[src/rtl/chorus_pkg.sv]
// Shared widths, buffer geometry and small arithmetic helpers for the chorus path.
// Used by chorus_lfo and chorus_lfo_tri.
package chorus_pkg;

   localparam int SAMPLE_W           = 16;
   localparam int PHASE_W            = 24;
   localparam int TRI_W              = 15;
   localparam int BUF_SIZE           = 44100;
   localparam int MAX_DELAY          = BUF_SIZE - 1;
   localparam int DEFAULT_BASE_DELAY = 441;

   localparam int PROD_W = TRI_W + SAMPLE_W;
   localparam int SUM_W  = SAMPLE_W + 1;

   typedef struct packed {
      logic                valid;
      logic [SAMPLE_W-1:0] scaled;
   } stage2_t;

   // The offset sum carries one extra bit so an overflowing target still clamps correctly.
   function automatic logic [SAMPLE_W-1:0] clamp_delay(
      input logic [SUM_W-1:0]    sum,
      input logic [SAMPLE_W-1:0] ceiling
   );
      if (sum > {1'b0, ceiling}) begin
         return ceiling;
      end
      return sum[SAMPLE_W-1:0];
   endfunction

   function automatic logic [SAMPLE_W-1:0] slew_toward(
      input logic [SAMPLE_W-1:0] target,
      input logic [SAMPLE_W-1:0] current
   );
      if (target > current) begin
         return current + 16'd1;
      end
      if (target < current) begin
         return current - 16'd1;
      end
      return current;
   endfunction

endpackage

[src/rtl/chorus_lfo_tri.sv]
// Phase accumulator with hold, folded into a 15-bit triangle.
// tri_o reflects the phase after the most recent tick; valid_o marks the cycle it is fresh.
module chorus_lfo_tri
   import chorus_pkg::*;
#(
   parameter int PHASE_W = chorus_pkg::PHASE_W
) (
   input  logic                clk,
   input  logic                reset,
   input  logic                tick_i,
   input  logic                hold_i,
   input  logic [SAMPLE_W-1:0] rate_i,
   output logic [TRI_W-1:0]    tri_o,
   output logic                valid_o
);

   logic [PHASE_W-1:0] phase_q;
   logic [PHASE_W-1:0] phase_d;
   logic               valid_q;
   logic               valid_d;

   always_comb begin
      phase_d = phase_q;
      valid_d = tick_i;
      if (tick_i && !hold_i) begin
         phase_d = phase_q + PHASE_W'(rate_i);
      end
   end

   always_ff @(posedge clk) begin
      if (reset) begin
         phase_q <= '0;
         valid_q <= 1'b0;
      end else begin
         phase_q <= phase_d;
         valid_q <= valid_d;
      end
   end

   // Top bit selects the falling half; inverting the next TRI_W bits mirrors it.
   always_comb begin
      tri_o = phase_q[PHASE_W-2 -: TRI_W];
      if (phase_q[PHASE_W-1]) begin
         tri_o = ~phase_q[PHASE_W-2 -: TRI_W];
      end
   end

   assign valid_o = valid_q;

endmodule

[src/rtl/chorus_lfo.sv]
// Chorus LFO: triangle scaled by depth, offset by BASE_DELAY, clamped, strobed 3 cycles after each tick.
// Define CHORUS_LFO_SMOOTH_EN to slew the output by at most one sample per pulse.
module chorus_lfo
   import chorus_pkg::*;
#(
   parameter int BASE_DELAY = chorus_pkg::DEFAULT_BASE_DELAY,
   parameter int MAX_DELAY  = chorus_pkg::MAX_DELAY,
   parameter int PHASE_W    = chorus_pkg::PHASE_W
) (
   input  logic                clk,
   input  logic                reset,
   input  logic                sampleTick,
   input  logic                hold,
   input  logic [SAMPLE_W-1:0] rate,
   input  logic [SAMPLE_W-1:0] depth,
   output logic [SAMPLE_W-1:0] delay,
   output logic                bufEnable,
   output logic                delayValid
);

   localparam logic [SAMPLE_W-1:0] BASE_VAL = SAMPLE_W'(BASE_DELAY);
   localparam logic [SAMPLE_W-1:0] MAX_VAL  = SAMPLE_W'(MAX_DELAY);

   logic [TRI_W-1:0]    tri_val;
   logic                tri_valid;

   stage2_t             stage2_q;
   stage2_t             stage2_d;
   logic                valid3_q;
   logic                valid3_d;
   logic [SAMPLE_W-1:0] delay_q;
   logic [SAMPLE_W-1:0] delay_d;
   logic [SAMPLE_W-1:0] target;

   chorus_lfo_tri #(
      .PHASE_W(PHASE_W)
   ) u_tri (
      .clk    (clk),
      .reset  (reset),
      .tick_i (sampleTick),
      .hold_i (hold),
      .rate_i (rate),
      .tri_o  (tri_val),
      .valid_o(tri_valid)
   );

   // Depth is sampled here, so a depth change only affects ticks reaching this stage later.
   always_comb begin
      stage2_d       = stage2_q;
      stage2_d.valid = tri_valid;
      if (tri_valid) begin
         stage2_d.scaled = SAMPLE_W'((PROD_W'(tri_val) * PROD_W'(depth)) >> TRI_W);
      end
   end

   always_comb begin
      target   = clamp_delay(SUM_W'(BASE_VAL) + SUM_W'(stage2_q.scaled), MAX_VAL);
      valid3_d = stage2_q.valid;
      delay_d  = delay_q;
      if (stage2_q.valid) begin
`ifdef CHORUS_LFO_SMOOTH_EN
         delay_d = slew_toward(target, delay_q);
`else
         delay_d = target;
`endif
      end
   end

   always_ff @(posedge clk) begin
      if (reset) begin
         stage2_q <= '0;
         valid3_q <= 1'b0;
         delay_q  <= BASE_VAL;
      end else begin
         stage2_q <= stage2_d;
         valid3_q <= valid3_d;
         delay_q  <= delay_d;
      end
   end

   assign delay      = delay_q;
   assign bufEnable  = valid3_q;
   assign delayValid = valid3_q;

endmodule

[config.mk]
export PLATFORM = sky130hd
export DESIGN_NAME = chorus_lfo
export DESIGN_NICKNAME = d
export VERILOG_FILES = /design/src/rtl/chorus_pkg.sv /design/src/rtl/chorus_lfo_tri.sv /design/src/rtl/chorus_lfo.sv
export SDC_FILE = /design/constraint.sdc
export NUM_CORES = 1
export LEC_CHECK = 0
export CAP_MARGIN = 20
export CORE_MARGIN = 2
export CORE_UTILIZATION = 39
export CTS_CLUSTER_DIAMETER = 150
export CTS_CLUSTER_SIZE = 20
export DETAILED_ROUTE_END_ITERATION = 7
export GPL_TIMING_DRIVEN = 0
export MAX_ROUTING_LAYER = met4
export SYNTH_ARGS = -nofsm -noshare
export SYNTH_HDL_FRONTEND = slang
export SYNTH_SLANG_ARGS = --single-unit
[constraint.sdc]
create_clock -name clk -period 12 [get_ports clk]
set_input_delay 2.4 -clock clk [delete_from_list [all_inputs] [get_ports clk]]
set_output_delay 2.4 -clock clk [all_outputs]
set_load 0.005 [all_outputs]
# Word level (Yosys, flattened, before mapping)

Cells that the tools add are included.

Add/subtract/negate cells: 2
Multiply operators: 1
Order comparisons: 1
Muxes and demuxes: 4
Bitwise logic cells: 1
Reductions and logical operators: 2

Operator list:

| kind                                                                               | number |
|---|---|
| 16-bit 2-to-1 mux                                                                  | 2 |
| 15-bit by 16-bit multiplier with 31-bit output                                     | 1 |
| 24-bit by 16-bit adder with 24-bit output                                          | 1 |
| 9-bit by 16-bit adder with 17-bit output (first input constant)                    | 1 |
| 17-bit by 16-bit greater-than comparator with 1-bit output (second input constant) | 1 |
| 15-bit 2-to-1 mux                                                                  | 1 |
| 15-bit NOT                                                                         | 1 |
| 1-bit logical AND                                                                  | 1 |
| 1-bit zero test                                                                    | 1 |
| 1-bit 2-to-1 mux                                                                   | 1 |

Register bits after elaboration: 59
Bits of input ports: 36
Output and inout bits: 18
Logic and storage cells: 17

# Longest topological paths before layout

Gate-level depths: netlist of run 1.

Word-level depth: 4
Depth in mapped cells: 26
Mapped depth without buffers: 23

# Modules after synthesis

Synthesis of run 1 repeated with hierarchy kept, for this count alone.

Cell total of the unflattened synthesis: 1,312
Area, all modules: 11,431.0 µm²

Modules (own cells, without submodules):

| module         | times used | cells an instance | area each (µm²) |
|---|---|---|---|
| chorus_lfo     | 1          | 1,071             | 9,474.1 |
| chorus_lfo_tri | 1          | 241               | 1,956.9 |

# Worst setup path after synthesis of run 1

OpenSTA, ideal clock, no wires.

Kind: input to register
Start: input port depth[9]
End: register stage2_q[14] in the netlist's numbering
Setup time: 0.127 ns
Arrival: 8.047 ns
Data required time: 11.873 ns
Path slack: 3.826 ns
Stages on the path: 21
Path buffers: 1
Path through: clkbuf_1 > and2_1 > fa_1 > inv_1 > fa_1 > inv_1 > fa_1 > fa_1 > fa_1 > inv_1 > fa_1 > inv_1 > ha_1 > a21oi_1 > o21ai_0 > a2111oi_0 > o211ai_1 > a32oi_1 > a21oi_1 > nor4bb_1 > or3_1

Word-level cells in the longest chain between the ends: 1

RTL lines:

| element                                        | line             | RTL |
|---|---|---|
| from (decl)                                    | chorus_lfo.sv:15 | `input logic [SAMPLE_W-1:0] depth,` |
| 15-bit by 16-bit multiplier with 31-bit output | chorus_lfo.sv:52 | `stage2_d.scaled = SAMPLE_W'((PROD_W'(tri_val) * PROD_W'(depth)) >> TRI_W);` |
| to (signal assigned)                           | chorus_lfo.sv:75 | `stage2_q <= stage2_d;` |
| to (decl)                                      | chorus_lfo.sv:27 | `stage2_t stage2_q;` |

Every way passes these cells.
A chain may end at the register's enable or synchronous reset.

# Worst setup path in the final report of run 1

Start: input port depth[7]
End: register stage2_q[14] in the netlist's numbering

Same word-level chain as after synthesis.

==> impl_metrics.csv, run 1 <==
group,metric,value,unit
grt,grt-ovfl-total,0,
clocking,ctsResizeCount,0,
power_and_ir_drop,p_switching,0.296,mW
logic_synthesis,synth_edf_count,0,
setup_path,crit_arrival,9.81,ns
logic_synthesis,synthFlopType,"dfxtp_1",
logic_synthesis,ys_warn_count,0,
grt,grt_pass1_wl,49.5,mm
setup_path,worstPathRequired,12.20,ns
power_and_ir_drop,sequentialPowerShare,0.251,
power_and_ir_drop,p_leak,6.10,nW
grt,antenna_found_initial,0,
clocking,root_buffer,"clkbuf_16",
power_and_ir_drop,power_density,67.0,nW/um2
timing,finalCritPeriodShare,0.800,
clocking,clockBufferDepth,2,
hold_path,hold_class,"reg2reg",
drt,first_iter_violations,488,
power_and_ir_drop,switching_share,0.354,
drt,viasPerCell,5.11,
place,placed_cell_area,12100,um2
power_and_ir_drop,ir_worst_vdd,0.000115,V
final_layout,fin_area,12500,um2
floorplanning,io_pins,54,
drt,wl,29.6,mm
timing,final-setup-viol-count,0,
clocking,clk_pin_slew_worst_paths,0.06,ns
grt,grt_max_degree,11,
setup_path,crit_path_frequent_cell,"fa_1",
place,dp_slack,2.14,ns
setup_path,cp-end-kind,"flip-flop",
drt,wl_per_cell,17.1,um
outcome,outcome,"finished clean",
place,io_buffers,53,
final_layout,drive_gt1_frac,0.0244,
setup_path,path_max_fanout,10,
drt,first_pass_iters,5,
clocking,postCtsSetupBuffers,0,
clocking,cts.sink_count,59,
grt,grt_util_all_layers,0.214,
timing,setup_slack,2.40,ns
clocking,hold_buffers,0,
setup_path,slowest_delay,0.82,ns
timing,hold_slack,0.455,ns
place,routabilityCongestion,0.877,
floorplanning,die_h,173,um
final_layout,num-nets-final,1675,
timing,slew_viol_final,0,
setup_path,path_cells,"clkdlybuf4s50_1, clkbuf_1, nand2_1, fa_1, fa_1, fa_1, inv_1, fa_1, fa_1, inv_1, fa_1, inv_1, ha_1, nand4_1, inv_1, a2111oi_0, o211ai_1, a32oi_1, a21oi_1, nor4bb_1, or3_1",
floorplanning,core,27900,um2
run,maxCapViolCount,0,
logic_synthesis,ys_ff_latch,59,
logic_synthesis,syn_nets,1611,
timing,finClkSkew,0.00964,ns
floorplanning,start_util,0.399,
logic_synthesis,syn_area,11100,um2
floorplanning,num_rows,61,
floorplanning,die_x,173,um
timing,max_freq,0.104,GHz
final_layout,fillers,2829,
logic_synthesis,async_flop_share,0,
power_and_ir_drop,pwr-share-comb,0.389,
logic_synthesis,yosysSeqAreaShare,0.106,
clocking,cts_buffers,9,
timing,layout_min_cycle_time,9.60,ns
setup_path,setup.worst_path.start_class,"input pin",
setup_path,crit_slowest_cell,"clkdlybuf4s50_1",
drt,drc,0,
clocking,htree_levels,3,
drt,num_vias,8851,
power_and_ir_drop,power.share.clock,0.359,
grt,grt_pass1_vias,9342,
timing,rsz0062_at_grt,"no",
final_layout,area_growth,12.1,%
clocking,clk_latency,0.33,ns
timing,finalSetupTns,0,ns
drt,ant_nets,0,
timing,hold_violations,0,
final_layout,diodes,0,
logic_synthesis,post_synth_num_cell_types,63,
timing,tightest_slew,1.18,ns
power_and_ir_drop,p_int,0.541,mW
floorplanning,dieArea,29900,um2
logic_synthesis,postSynthCellCount,1285,
place,dp.final_hpwl,23.9,mm
logic_synthesis,synth_area_per_cell,8.67,um2
setup_path,crit_type,"in2reg",
timing,slew_headroom,0.210,
clocking,cts_tree,"yes",
power by group through the flow:
stage	Combinational (mW)	Clock (mW)	Sequential (mW)
floorplan	0.224	0	0.212
global placement	0.318	0	0.214
detailed placement	0.323	0	0.214
CTS	0.327	0.304	0.210
global route	0.371	0.314	0.211
finish	0.326	0.301	0.210
state kept, by name, summed over array words and instances (netlist names):
register and count:
u_tri.valid_o 1, bufEnable 1, u_tri.phase_q 24, valid3_d 1
stage2_q 16, delay 16
placed cells by master, fill, tap and decap left out, drive strengths merged, types with 12 or more instances in the layout:
cell type	Yosys	layout
dfxtp	59	59
clkdlybuf4s50	0	53
and2	147	147
nor2	42	42
clkbuf	43	55
a21oi	49	49
xnor2	27	27
xor2	24	24
ha	110	110
a211oi	12	12
a21o	14	14
o21ai	32	32
and3	12	12
fa	180	180
nand3	17	17
nor3	25	25
buf	12	12
inv	207	207
nand2	146	146
kinds of logic (layout without fill, tap and decap cells):
group	Yosys count	count (layout)	synth area share
compound gates	178	178	0.109
xor+xnor	51	51	0.0401
fa+ha+maj	290	290	0.447
buf+inv	262	331	0.0909
flops	59	59	0.106
mux	4	4	0.00371
simple gates	441	441	0.203
worst max-delay path, delay by kind of cell:
| family | cells | cell delay, ns |
|---|---|---|
| AOI/OAI and AO/OA | 4 | 1.44 |
| adders and majority gates | 7 | 3.52 |
| buffers and inverters | 6 | 1.55 |
| and+or+nand+nor | 4 | 0.86 |
area by class of cell:
cell class	instances	area (um2)	area share
plain buffers	55	236	0.0189
well taps	378	473	0.0379
flip-flops and latches	59	1180	0.0946
inverters	207	777	0.0622
clock inverters	4	97.6	0.00781
multi-input cells	964	8950	0.716
repair buffers	53	531	0.0425
clock buffers	12	246	0.0197
per-stage QoR:
step                total power [mW]  utilization  std cells
floorplan                      0.436            -       1285
global placement               0.532        0.435       1716
detailed placement             0.537        0.435       1716
CTS                            0.841        0.447       1732
global route                   0.896        0.447       1732
finish                         0.837        0.447       1732
cell usage after synthesis, drive strengths merged (24+ instances only):
cell    number  area, um2
o21ai       32        160
ha         110       1380
nor3        25        125
xor2        24        210
nand2      146        548
inv        207        777
xnor2       27        236
and2       147        920
dfxtp       59       1180
clkbuf      43        161
fa         180       3600
a21oi       49        245
nor2        42        158
worst paths after layout:
| check | start | endpoint | slack, ns | cells after the start |
|---|---|---|---|---|
| setup / recovery | depth[7] | stage2_q[14]$_SDFFE_PP0P_ | 2.40 | 21 |
| setup reg to reg | u_tri.phase_q[23]$_SDFFE_PP0P_ | stage2_q[14]$_SDFFE_PP0P_ | 3.23 | 23 |
| hold reg to reg | u_tri.phase_q[6]$_SDFFE_PP0P_ | u_tri.phase_q[6]$_SDFFE_PP0P_ | 0.45 | 2 |
| hold / removal | u_tri.phase_q[6]$_SDFFE_PP0P_ | u_tri.phase_q[6]$_SDFFE_PP0P_ | 0.45 | 2 |
per-layer routing:
layer | global-route usage | vias to the layer above | share of wire
met5 | - | - | 0
met4 | 0.0540 | 0 | 0.023
met3 | 0.0209 | 36 | 0.040
met2 | 0.350 | 177 | 0.48
met1 | 0.285 | 4399 | 0.45
li1 | - | 4239 | -
No activity file was read; power rests on OpenSTA's default activity.
==> run 2: changes to the inputs <==
- clock period: 12 -> 9.4 ns (I/O delays scaled with it)
==> results of run 2 <==
The final DEF is identical to that of run 1. Status: finished clean.
Among the figures that moved: setup slack after placement 2.14 ns -> 0.0580 ns; setup slack after layout 2.40 ns -> 0.316 ns; register-to-register setup slack 3.23 ns -> 0.63 ns; total power 0.837 mW -> 1.07 mW; worst IR drop on VDD 0.000115 V -> 0.000147 V
